$ cat src/rtl/xoodoo_pkg.sv
// Shared types, round constants and helpers for the Xoodoo permutation engine.
// The optional lane byteswap helper is used only when XOODOO_BYTESWAP_EN is defined.
package xoodoo_pkg;

  // Indexed [y][x]; lane x+4y sits at bits [32(x+4y)+31 : 32(x+4y)].
  typedef logic [2:0][3:0][31:0] xoodoo_state_t;

  localparam int XOODOO_MAX_ROUNDS = 12;

  localparam logic [31:0] XOODOO_RC [XOODOO_MAX_ROUNDS] = '{
    32'h058, 32'h038, 32'h3C0, 32'h0D0, 32'h120, 32'h014,
    32'h060, 32'h02C, 32'h380, 32'h0F0, 32'h1A0, 32'h012
  };

  typedef enum logic {
    ST_IDLE = 1'b0,
    ST_RUN  = 1'b1
  } eng_state_e;

  // Cyclic rotation toward higher z; n is always a constant 1..31.
  function automatic logic [31:0] xoodoo_rotl(input logic [31:0] v, input int unsigned n);
    return (v << n) | (v >> (32 - n));
  endfunction

  // Round constant lookup; indices past the last round never occur and read as zero.
  function automatic logic [31:0] xoodoo_rc(input logic [3:0] idx);
    logic [31:0] rc;
    rc = '0;
    if (int'(idx) < XOODOO_MAX_ROUNDS) rc = XOODOO_RC[idx];
    return rc;
  endfunction

  // Reverse byte order inside every 32-bit lane.
  function automatic xoodoo_state_t xoodoo_bswap(input xoodoo_state_t s);
    xoodoo_state_t r;
    for (int y = 0; y < 3; y++) begin
      for (int x = 0; x < 4; x++) begin
        r[y][x] = {s[y][x][7:0], s[y][x][15:8], s[y][x][23:16], s[y][x][31:24]};
      end
    end
    return r;
  endfunction

endpackage

$ cat src/rtl/xoodoo_round.sv
// One combinational Xoodoo round: theta, rho-west, iota, chi, rho-east.
module xoodoo_round
  import xoodoo_pkg::*;
(
  input  xoodoo_state_t state_i,
  input  logic [31:0]   rc_i,
  output xoodoo_state_t state_o
);

  logic [3:0][31:0] p;
  logic [3:0][31:0] e;
  xoodoo_state_t    th;
  xoodoo_state_t    rw;
  xoodoo_state_t    ch;

  // Full round evaluated step by step on plane/column slices.
  always_comb begin
    p       = '0;
    e       = '0;
    th      = '0;
    rw      = '0;
    ch      = '0;
    state_o = '0;

    // theta: column parity folded back in from the neighbouring column
    for (int x = 0; x < 4; x++) begin
      p[x] = state_i[0][x] ^ state_i[1][x] ^ state_i[2][x];
    end
    for (int x = 0; x < 4; x++) begin
      e[x] = xoodoo_rotl(p[2'(x + 3)], 5) ^ xoodoo_rotl(p[2'(x + 3)], 14);
    end
    for (int y = 0; y < 3; y++) begin
      for (int x = 0; x < 4; x++) begin
        th[y][x] = state_i[y][x] ^ e[x];
      end
    end

    // rho-west: shift plane 1 along x, rotate plane 2 along z
    for (int x = 0; x < 4; x++) begin
      rw[0][x] = th[0][x];
      rw[1][x] = th[1][2'(x + 3)];
      rw[2][x] = xoodoo_rotl(th[2][x], 11);
    end

    // iota
    rw[0][0] = rw[0][0] ^ rc_i;

    // chi: every term uses the pre-chi planes
    for (int x = 0; x < 4; x++) begin
      ch[0][x] = rw[0][x] ^ (~rw[1][x] & rw[2][x]);
      ch[1][x] = rw[1][x] ^ (~rw[2][x] & rw[0][x]);
      ch[2][x] = rw[2][x] ^ (~rw[0][x] & rw[1][x]);
    end

    // rho-east
    for (int x = 0; x < 4; x++) begin
      state_o[0][x] = ch[0][x];
      state_o[1][x] = xoodoo_rotl(ch[1][x], 1);
      state_o[2][x] = xoodoo_rotl(ch[2][2'(x + 2)], 8);
    end
  end

endmodule

$ cat src/rtl/xoodoo_engine.sv
// Iterative Xoodoo[12]/Xoodoo[6] engine, RPC rounds per clock, start/busy/done handshake.
// Define XOODOO_BYTESWAP_EN to byte-reverse each lane on load and again on the result.
module xoodoo_engine
  import xoodoo_pkg::*;
#(
  parameter int RPC = 1
) (
  input  logic         eph1,
  input  logic         reset,
  input  logic         start,
  input  logic         short_mode,
  input  logic [383:0] state_in,
  output logic [383:0] state_out,
  output logic         busy,
  output logic         done
);

  if (!(RPC == 1 || RPC == 2 || RPC == 3 || RPC == 6)) begin : g_bad_rpc
    $error("xoodoo_engine: RPC must be 1, 2, 3 or 6");
  end

  eng_state_e             state_q, state_d;
  logic [3:0]             ri_q, ri_d, ri_step;
  xoodoo_state_t          work_q, work_d;
  logic [383:0]           state_out_q, state_out_d;
  logic                   done_q, done_d;
  xoodoo_state_t          load_state;
  xoodoo_state_t          result_state;
  xoodoo_state_t [RPC:0]  chain;

  assign chain[0] = work_q;

  // Round chain: stage i applies round ri+i.
  for (genvar i = 0; i < RPC; i++) begin : g_round
    xoodoo_round u_round (
      .state_i (chain[i]),
      .rc_i    (xoodoo_rc(ri_q + 4'(i))),
      .state_o (chain[i+1])
    );
  end

`ifdef XOODOO_BYTESWAP_EN
  assign load_state   = xoodoo_bswap(state_in);
  assign result_state = xoodoo_bswap(chain[RPC]);
`else
  assign load_state   = state_in;
  assign result_state = chain[RPC];
`endif

  // Next-state logic: load on start, iterate while running, publish on the last step.
  always_comb begin
    // NOTE: every output gets a default first so no path leaves a value unassigned and infers a latch.
    state_d     = state_q;
    ri_d        = ri_q;
    work_d      = work_q;
    state_out_d = state_out_q;
    done_d      = 1'b0;
    ri_step     = ri_q + 4'(RPC);

    case (state_q)
      ST_IDLE: begin
        if (start) begin
          work_d  = load_state;
          ri_d    = short_mode ? 4'(XOODOO_MAX_ROUNDS / 2) : 4'd0;
          state_d = ST_RUN;
        end
      end
      ST_RUN: begin
        work_d = chain[RPC];
        ri_d   = ri_step;
        if (ri_step == 4'(XOODOO_MAX_ROUNDS)) begin
          state_out_d = result_state;
          done_d      = 1'b1;
          ri_d        = '0;
          state_d     = ST_IDLE;
        end
      end
      default: state_d = ST_IDLE;
    endcase
  end

  // Control state and result register with synchronous active-low reset.
  always_ff @(posedge eph1) begin
    // NOTE: sequential state uses non-blocking assignments so every register samples pre-edge values.
    if (!reset) begin
      state_q     <= ST_IDLE;
      ri_q        <= '0;
      state_out_q <= '0;
      done_q      <= 1'b0;
    end else begin
      state_q     <= state_d;
      ri_q        <= ri_d;
      state_out_q <= state_out_d;
      done_q      <= done_d;
    end
  end

  // Working register for the permutation state.
  always_ff @(posedge eph1) begin
    // NOTE: the wide datapath register is not reset; it is always loaded before it is used.
    work_q <= work_d;
  end

  assign state_out = state_out_q;
  assign busy      = (state_q == ST_RUN);
  assign done      = done_q;

endmodule

$ cat config.mk
export PLATFORM = sky130hd
export DESIGN_NAME = xoodoo_engine
export DESIGN_NICKNAME = d
export VERILOG_FILES = /design/src/rtl/xoodoo_pkg.sv /design/src/rtl/xoodoo_round.sv /design/src/rtl/xoodoo_engine.sv
export SDC_FILE = /design/constraint.sdc
export NUM_CORES = 1
export LEC_CHECK = 0
export CAP_MARGIN = 20
export CORE_AREA = 2 2 300 302
export DETAILED_ROUTE_END_ITERATION = 12
export DIE_AREA = 0 0 302 304
export PLACE_DENSITY = 0.55
export SKIP_CTS_REPAIR_TIMING = 1
export SLEW_MARGIN = 20
export SYNTH_ARGS = -nofsm -noshare
export SYNTH_HDL_FRONTEND = slang
export SYNTH_SLANG_ARGS = --single-unit
$ cat constraint.sdc
create_clock -name eph1 -period 15.4 [get_ports eph1]
set_input_delay 3.08 -clock eph1 [delete_from_list [all_inputs] [get_ports eph1]]
set_output_delay 3.08 -clock eph1 [all_outputs]
set_load 0.1 [all_outputs]
==> results.yml <==
status:
  status: "completed"
timing:
  drv_slew: 0
  relSlewSlack_pct: 23.1
  final-setup-viol-count: 0
  finalCritPeriodShare_pct: 35.8
  whs_ns: 0.459
  timing.final.ws_setup_ns: 9.89
  final-hold-violation-count: 0
  skew_ns: 0.0292
  fin_tns_setup_ns: 0
  fmax_ghz: 0.181
  rsz0062_at_grt: "false"
  period_needed_ns: 5.51
  worstMarginPinSlew_ns: 1.15
critical_path:
  slowest_stage: "clkdlybuf4s50_1"
  crit_chain: "clkdlybuf4s50_1"
  crit_family: "buffers and inverters"
  cp-end-kind: "primary output"
  rr_worst_depth: 4
  start_kind: "register"
  path_buf_inv: 1
  path_depth: 1
  cp.required_ns: 12.32
  cpPeakStageDelay_ns: 1.22
  arrival_ns: 2.43
  worstSetupPathType: "reg -> out"
  path_max_fanout: 35
routing:
  wire_per_inst_um: 23.0
  routed_wl_um: 72500
  antenna_left: 0
  drtIter0Drc: 750
  drc: 0
  first_pass_iters: 7
  avgViaCountPerCell: 3.99
  via_count: 12554
yosys:
  synth_edf_count: 256
  synth_ff_type: "edfxtp_1"
  yosysTopAreaCellShare_pct: 36.2
  synth.avg_cell_area_sq_um: 13.7
  async_reset_ff_share_pct: 0
  syn-cell-area_sq_um: 21200
  synth_seq_cells: 390
  syn_inst: 1545
  yosysTopAreaCell: "edfxtp_1"
  ys_types: 36
  ys_seq_area_share_pct: 48.9
  yosysWarnings: 0
  synth.top_cells.by_area: "edfxtp_1 (36%), dfxtp_1 (13%), xnor3_1 (11%)"
floorplanning:
  fp.dieArea_sq_um: 91800
  dieHeight_um: 304
  rows: 110
  die_w_um: 302
  io_pins: 774
  core_sq_um: 89000
  initial_utilization_pct: 23.8
layout:
  final_common_cell: "clkdlybuf4s50_1"
  syn2layout_area_growth_pct: 26.9
  drive_gt1_share_pct: 9.29
  fin_nets: 2322
  final_cell_mix: "clkdlybuf4s50_1 (376), conb_1 (256), edfxtp_1 (256)"
  fillCellCount: 8867
  final_util_pct: 30.2
cts:
  cts-root-buf: "clkbuf_16"
  clockBufferDepth: 3
  clkTransAtPathRegs_ns: 0.06
  cts_tree: "built"
  clock-sinks: 390
  cts_buffers: 46
  h-tree-depth: 2
  clk_latency_ns: 0.59
placement:
  post-place-ws_ns: 9.66
  gp_congestion: 0.797
  port-buffer-count: 389
  hpwl_um: 55300
power:
  p_total_mw: 4.44
  powerDensity_nw_per_um2: 165
  p_leak_nw: 10.9
  irDropWorstVdd_mv: 0.0990
grt:
  grt_pass1_wl_um: 96700
  track_usage_pct: 15.1
  grt_max_degree: 157
  first_global_vias: 12678
  antenna_found_initial: 12
  overflow: 0
worst_hold_path:
  whs_path_depth: 1
  min_path_type: "reg -> reg"
run:
  maxCapViolations: 0
## synthesized netlist by cell type, types with 21 or more instances
| master | number |
|---|---|
| clkbuf_1 | 36 |
| buf_4 | 266 |
| a21oi_1 | 37 |
| dfxtp_1 | 134 |
| mux2_2 | 32 |
| xor3_1 | 21 |
| edfxtp_1 | 256 |
| xnor2_1 | 143 |
| nor2_1 | 55 |
| xnor3_2 | 36 |
| o2bb2ai_1 | 48 |
| nor2b_1 | 209 |
| xnor3_1 | 103 |
| a22o_1 | 79 |
## metrics by stage
stage | cells | instance area, sq um
floorplan | 1800 | 22200
global placement | 3059 | 25400
detailed placement | 3060 | 25500
CTS | 3145 | 26900
global route | 3146 | 26900
finish | 3150 | 26900
## flip-flops by register name, summed over array words and instances (netlist names)
name / cells
state_out: 128
chain: 256
done: 1
ri_q: 4
busy: 1
## report_power, final
group          switching (mW)  total, mW  internal [mW]
sequential             0.0528       1.30           1.25
clock                   0.463       1.09          0.623
combinational            1.17       2.05          0.882
total                    1.69       4.44           2.76
## area by class of cell
cell class | count | area [sq um] | share of cell area [%]
repair buffers | 400 | 3970 | 14.8
well taps | 1176 | 1470 | 5.46
clock inverters | 18 | 169 | 0.627
diodes | 5 | 12.5 | 0.0465
flip-flops and latches | 390 | 10400 | 38.5
inverters | 6 | 31.3 | 0.116
clock buffers | 67 | 1300 | 4.83
multi-input cells | 1088 | 9600 | 35.6
## metal layers
layer,share of wire [%],vias up,routed length [um],GRT usage (%)
met4,2.3,10,1650,3.91
met1,40,6229,29400,18.4
li1,-,5676,-,-
met2,49,551,35200,26.0
met3,8.6,88,6260,4.43
met5,0.097,-,70,0
## cells by family after synthesis
group | after synthesis | share of synthesized area, %
fa+ha+maj | 2 | 0.118
flops | 390 | 48.9
buf+inv | 322 | 10.5
mux | 33 | 1.75
compound gates | 172 | 6.44
other cells | 1 | 0.0177
xor+xnor | 320 | 23.9
simple gates | 305 | 8.41
## final timing paths
check | start | end | slack [ns]
worst min-delay path | state_out[195]$_SDFFE_PN0P_ | state_out[195]$_SDFFE_PN0P_ | 0.46
worst max register to register | busy$_SDFF_PN0_ | chain[58]$_DFFE_PP_ | 11.83
worst min register to register | state_out[195]$_SDFFE_PN0P_ | state_out[195]$_SDFFE_PN0P_ | 0.46
worst max-delay path | busy$_SDFF_PN0_ | busy | 9.89
(Power assumes the default switching activity.)
